--- config.mk ---
export PLATFORM = sky130hd
export DESIGN_NAME = axi_burst_writer
export DESIGN_NICKNAME = d
export VERILOG_FILES = /design/src/rtl/axi_burst_writer.sv
export SDC_FILE = /design/constraint.sdc
export NUM_CORES = 1
export LEC_CHECK = 0
export BUFFER_PORTS_ARGS = -buffer_cell sky130_fd_sc_hd__buf_2
export CAP_MARGIN = 10
export CORE_UTILIZATION = 55
export CTS_CLUSTER_DIAMETER = 100
export DETAILED_ROUTE_END_ITERATION = 8
export PLACE_DENSITY = 0.87
export SYNTH_ARGS = -nofsm -noshare
export SYNTH_HDL_FRONTEND = slang
export SYNTH_SLANG_ARGS = --single-unit
--- constraint.sdc ---
create_clock -name clk -period 12.2 [get_ports clk]
set_clock_uncertainty 0.1 [all_clocks]
set_input_delay 3.66 -clock clk [delete_from_list [all_inputs] [get_ports clk]]
set_output_delay 3.66 -clock clk [all_outputs]
set_load 0.03 [all_outputs]
--- src/rtl/axi_burst_writer.sv ---
// axi_burst_writer
//   AXI4 write master. Takes a command (start byte address + word count) and a
//   valid/ready data stream and emits INCR bursts on AW/W/B, one burst
//   outstanding at a time, each at most MAX_BURST_LEN beats.
//
//   Optional feature macro: AXI_BURST_WRITER_4K_SPLIT_EN
//     defined   -> bursts are additionally clipped so they never cross a 4 KiB
//                  boundary (requires ADDR_WIDTH >= 12)
//     undefined -> callers guarantee no command crosses a 4 KiB boundary
//
// Ports
//   clk, rst_n                 clock, async active-low reset
//   cmd_addr/cmd_len           command (byte address, word count, 0 allowed)
//   cmd_valid/cmd_ready        command handshake
//   s_data/s_valid/s_ready     write data stream (passed straight onto W)
//   done_valid/done_err        one-cycle completion pulse, sticky bresp error
//   m_axi_aw*                  AXI write address channel
//   m_axi_w*                   AXI write data channel
//   m_axi_b*                   AXI write response channel (bid ignored)
module axi_burst_writer #(
  parameter int DATA_WIDTH    = 32,
  parameter int ADDR_WIDTH    = 16,
  parameter int STRB_WIDTH    = DATA_WIDTH / 8,
  parameter int ID_WIDTH      = 8,
  parameter int AXI_ID        = 0,
  parameter int MAX_BURST_LEN = 16
) (
  input  logic                  clk,
  input  logic                  rst_n,
  input  logic [ADDR_WIDTH-1:0] cmd_addr,
  input  logic [15:0]           cmd_len,
  input  logic                  cmd_valid,
  output logic                  cmd_ready,
  input  logic [DATA_WIDTH-1:0] s_data,
  input  logic                  s_valid,
  output logic                  s_ready,
  output logic                  done_valid,
  output logic                  done_err,
  output logic [ID_WIDTH-1:0]   m_axi_awid,
  output logic [ADDR_WIDTH-1:0] m_axi_awaddr,
  output logic [7:0]            m_axi_awlen,
  output logic [2:0]            m_axi_awsize,
  output logic [1:0]            m_axi_awburst,
  output logic                  m_axi_awlock,
  output logic [3:0]            m_axi_awcache,
  output logic [2:0]            m_axi_awprot,
  output logic                  m_axi_awvalid,
  input  logic                  m_axi_awready,
  output logic [DATA_WIDTH-1:0] m_axi_wdata,
  output logic [STRB_WIDTH-1:0] m_axi_wstrb,
  output logic                  m_axi_wlast,
  output logic                  m_axi_wvalid,
  input  logic                  m_axi_wready,
  input  logic [ID_WIDTH-1:0]   m_axi_bid,
  input  logic [1:0]            m_axi_bresp,
  input  logic                  m_axi_bvalid,
  output logic                  m_axi_bready
);

  localparam int SHIFT = $clog2(STRB_WIDTH);
  localparam logic [ADDR_WIDTH-1:0] ALIGN_MASK = {ADDR_WIDTH{1'b1}} << SHIFT;

  typedef enum logic [2:0] {IDLE, AW, W, B, DONE} state_t;

  state_t                state, state_nxt;
  logic [ADDR_WIDTH-1:0] addr, addr_nxt;      // start of current/next burst
  logic [15:0]           remaining, rem_nxt;  // words not yet covered by a finished burst
  logic [8:0]            beats, beats_nxt;    // length of current/next burst
  logic [8:0]            beat_cnt;            // W beats left in current burst
  logic [7:0]            awlen_q;
  logic                  err;
  logic                  w_hs;

  // Response ID is not checked: only one burst is ever outstanding.
  logic unused_bid;
  assign unused_bid = ^m_axi_bid;

  assign w_hs = m_axi_wvalid & m_axi_wready;

  // Next burst geometry: from the command in IDLE, from the advanced
  // address/remaining count in B. Only latched on those transitions.
  always_comb begin
    addr_nxt = addr + (ADDR_WIDTH'(beats) << SHIFT);
    rem_nxt  = remaining - 16'(beats);
    if (state == IDLE) begin
      addr_nxt = cmd_addr & ALIGN_MASK;
      rem_nxt  = cmd_len;
    end
    beats_nxt = (rem_nxt > 16'(MAX_BURST_LEN)) ? 9'(MAX_BURST_LEN) : rem_nxt[8:0];
`ifdef AXI_BURST_WRITER_4K_SPLIT_EN
    begin
      logic [12:0] to_4k;
      to_4k = (13'h1000 - {1'b0, addr_nxt[11:0]}) >> SHIFT;
      if (to_4k < {4'b0, beats_nxt}) beats_nxt = to_4k[8:0];
    end
`endif
  end

  always_comb begin
    state_nxt     = state;
    cmd_ready     = 1'b0;
    m_axi_awvalid = 1'b0;
    m_axi_wvalid  = 1'b0;
    m_axi_wlast   = 1'b0;
    s_ready       = 1'b0;
    m_axi_bready  = 1'b0;
    done_valid    = 1'b0;
    done_err      = 1'b0;
    case (state)
      IDLE: begin
        // state already reads IDLE during reset; keep the handshake closed
        cmd_ready = rst_n;
        if (cmd_valid) state_nxt = (cmd_len == 16'd0) ? DONE : AW;
      end
      AW: begin
        m_axi_awvalid = 1'b1;
        if (m_axi_awready) state_nxt = W;
      end
      W: begin
        m_axi_wvalid = s_valid;
        s_ready      = m_axi_wready;
        m_axi_wlast  = (beat_cnt == 9'd1);
        if (s_valid && m_axi_wready && beat_cnt == 9'd1) state_nxt = B;
      end
      B: begin
        m_axi_bready = 1'b1;
        if (m_axi_bvalid) state_nxt = (rem_nxt != 16'd0) ? AW : DONE;
      end
      DONE: begin
        done_valid = 1'b1;
        done_err   = err;
        state_nxt  = IDLE;
      end
      default: state_nxt = IDLE;
    endcase
  end

  always_ff @(posedge clk or negedge rst_n) begin
    if (!rst_n) begin
      state     <= IDLE;
      addr      <= '0;
      remaining <= '0;
      beats     <= '0;
      beat_cnt  <= '0;
      awlen_q   <= '0;
      err       <= 1'b0;
    end else begin
      state <= state_nxt;
      case (state)
        IDLE: if (cmd_valid) begin
          addr      <= addr_nxt;
          remaining <= rem_nxt;
          err       <= 1'b0;
          if (cmd_len != 16'd0) begin
            beats   <= beats_nxt;
            awlen_q <= 8'(beats_nxt - 9'd1);
          end
        end
        AW: if (m_axi_awready) beat_cnt <= beats;
        W:  if (w_hs) beat_cnt <= beat_cnt - 9'd1;
        B: if (m_axi_bvalid) begin
          // error responses are recorded but never abort the command
          err       <= err | (m_axi_bresp != 2'b00);
          addr      <= addr_nxt;
          remaining <= rem_nxt;
          if (rem_nxt != 16'd0) begin
            beats   <= beats_nxt;
            awlen_q <= 8'(beats_nxt - 9'd1);
          end
        end
        default: ;
      endcase
    end
  end

  assign m_axi_awid    = ID_WIDTH'(AXI_ID);
  assign m_axi_awaddr  = addr;
  assign m_axi_awlen   = awlen_q;
  assign m_axi_awsize  = 3'(SHIFT);
  assign m_axi_awburst = 2'b01;
  assign m_axi_awlock  = 1'b0;
  assign m_axi_awcache = 4'b0000;
  assign m_axi_awprot  = 3'b000;
  assign m_axi_wdata   = s_data;
  assign m_axi_wstrb   = {STRB_WIDTH{1'b1}};

endmodule

==> flow_metrics.env <==
export IMPL_critPathKind="primary input to output pin"
export IMPL_fmax_mhz=117
export IMPL_crit_arrival_ns=4.79
export IMPL_cts_sinks=60
export IMPL_area_delta_synth_final_pct=5.29
export IMPL_ys_types=64
export IMPL_cts_clk_slew_worst_paths_ns=0.07
export IMPL_hold_buffers=0
export IMPL_postRouteAntennaNets=0
export IMPL_netlist_area_um2=4690
export IMPL_cap_violations=0
export IMPL_htree_levels=3
export IMPL_crit_fanout=61
export IMPL_power_density_nw_per_um2=263
export IMPL_dp_hpwl_mm=8.06
export IMPL_required_ns=8.44
export IMPL_routed_wl_mm=11.1
export IMPL_io_buffers=68
export IMPL_cts_buffers=9
export IMPL_worst_slack_ns=3.65
export IMPL_drcViolationCount=0
export IMPL_die_area_um2=8890
export IMPL_drt_iter0_drc=279
export IMPL_root_buffer="clkbuf_8"
export IMPL_grt_usage=0.255
export IMPL_maxSlewHeadroom=0.185
export IMPL_yosysSeqAreaShare=0.320
export IMPL_fin_crit_sh=0.701
export IMPL_end_kind="output pin"
export IMPL_synth_ff_type="dfrtp_1"
export IMPL_rsz0062_at_grt="false"
export IMPL_yosysWarnings=0
export IMPL_grt_pass1_wl_mm=17.6
export IMPL_slew_viol_final=0
export IMPL_synth_seq_cells=60
export IMPL_cts_setup_buffers=0
export IMPL_wl_per_cell_um=15.8
export IMPL_clock_path_buffers=2
export IMPL_outcome="finished, final reports clean"
export IMPL_leakage_uw=0.00231
export IMPL_clock_latency_ns=0.35
export IMPL_avgSynthCellArea_um2=8.26
export IMPL_cts_tree="built"
export IMPL_core_area_um2=8220
export IMPL_drive_gt1_frac=0.189
export IMPL_cts_resized=0
export IMPL_worstSetupStartpointType="primary input"
export IMPL_viasPerCell=5.92
export IMPL_setup_viol=0
export IMPL_period_needed_ns=8.55
export IMPL_hold_violations=0
export IMPL_num_rows=33
export IMPL_start_util=0.570
export IMPL_place_ws_ns=3.60
export IMPL_grt_max_degree=62
export IMPL_die_x_um=94.3
export IMPL_n_antenna_cell=0
export IMPL_synthCells=567
export IMPL_final_net_count=697
export IMPL_ioPinCount=170
export IMPL_hp_class="register to register"
export IMPL_fin_util=0.600
export IMPL_grt_ovfl_total=0
export IMPL_p_total_uw=1300
export IMPL_grt_pass1_vias=3910
export IMPL_final_common_cell="buf_2"
export IMPL_fin_setup_tns_ns=0
export IMPL_dr_total_vias=4162
export IMPL_gp_congestion=0.898
export IMPL_antenna_found_initial=0
export IMPL_ir_worst_vdd_mv=0.117
export IMPL_synthArstFlopShare=1.00
export IMPL_final_cell_mix="buf_2 (68), dfrtp_1 (60), nand2_1 (51), nor2_1 (44), o21ai_0 (43)"
export IMPL_worst_pin_slew_ns=1.22
export IMPL_die_h_um=94.3
export IMPL_synth_edff_count=0
export IMPL_drtPass1Iterations=5
[final timing paths]
path	startpoint	end	slack, ns	depth (start not counted)
worst max-delay path	rst_n	cmd_ready	3.65	4
worst min-delay path	m_axi_awlen[7]$_DFFE_PN0P_	m_axi_awlen[7]$_DFFE_PN0P_	0.38	1
worst max register to register	state[0]$_DFFE_PN0P_	m_axi_awlen[2]$_DFFE_PN0P_	7.58	12
worst min register to register	m_axi_awlen[7]$_DFFE_PN0P_	m_axi_awlen[7]$_DFFE_PN0P_	0.38	1
max in group asynchronous	rst_n	m_axi_awaddr[14]$_DFFE_PN0P_	8.10	2
min in group asynchronous	rst_n	m_axi_awlen[4]$_DFFE_PN0P_	3.38	2
[where the power goes]
part           internal, uW  total, uW  switching (uW)
sequential              264        326            62.5
combinational           286        784             498
clock                   105        188            83.5
total                   655       1300             644
[worst max-delay path, cell delays in order]
cell and delay (ns):
buf_2 0.07, buf_4 0.62, and2_1 0.22, buf_2 0.19
[metrics by stage]
step                      hold slack (ns)  instance area [um2]  std cells
final                               0.384                 4930        703
after global routing                0.399                 4930        703
after CTS                           0.390                 4930        703
after detailed placement            0.373                 4730        687
after global placement              0.367                 4730        687
after floorplan                     0.350                 4780        592
[Yosys cell counts, types with 8 or more instances]
cell	count	area share
clkbuf_1	14	0.011
o21ai_0	43	0.046
nand2_1	51	0.041
nand3_1	13	0.014
and2_1	8	0.011
nor2_1	44	0.035
or3_1	8	0.011
buf_4	59	0.095
nor3_1	22	0.023
o211ai_1	11	0.018
nor4_1	9	0.012
ha_1	21	0.056
a31oi_1	9	0.012
a21oi_1	42	0.045
inv_1	28	0.022
mux2_2	8	0.019
a21o_1	9	0.014
dfrtp_1	60	0.32
mux2i_1	10	0.021
[cells by family after synthesis]
| kind of cell | count (synthesis) | share of synthesized area |
|---|---|---|
| muxes | 20 | 0.0486 |
| adders and majority gates | 23 | 0.0646 |
| other | 2 | 0.00160 |
| xor gates and xnor gates | 9 | 0.0168 |
| and+or+nand+nor | 190 | 0.204 |
| buffers and inverters | 111 | 0.143 |
| DFF | 60 | 0.320 |
| AOI/OAI and AO/OA | 152 | 0.202 |
[registers in the layout, indices dropped and copies added, names as in the netlist]
register	flops
remaining	16
state	3
m_axi_awaddr	14
m_axi_awlen	8
err	1
beat_cnt	9
beats	9
[layer usage]
metal,routed length [um],track usage,vias up
met1,4600,0.317,1955
li1,-,-,1981
met5,0,0,-
met4,208,0.0962,0
met3,871,0.0558,28
met2,5400,0.431,198
[final cells by class]
cell class / count / area (um2)
clock buffers: 12 / 155
well taps: 105 / 131
inverters: 28 / 105
clock inverters: 4 / 47.5
fillers: 746 / 3280
flip-flops and latches: 60 / 1500
repair buffers: 73 / 378
multi-input cells: 421 / 2620
No activity file was read; power rests on OpenSTA's default activity.
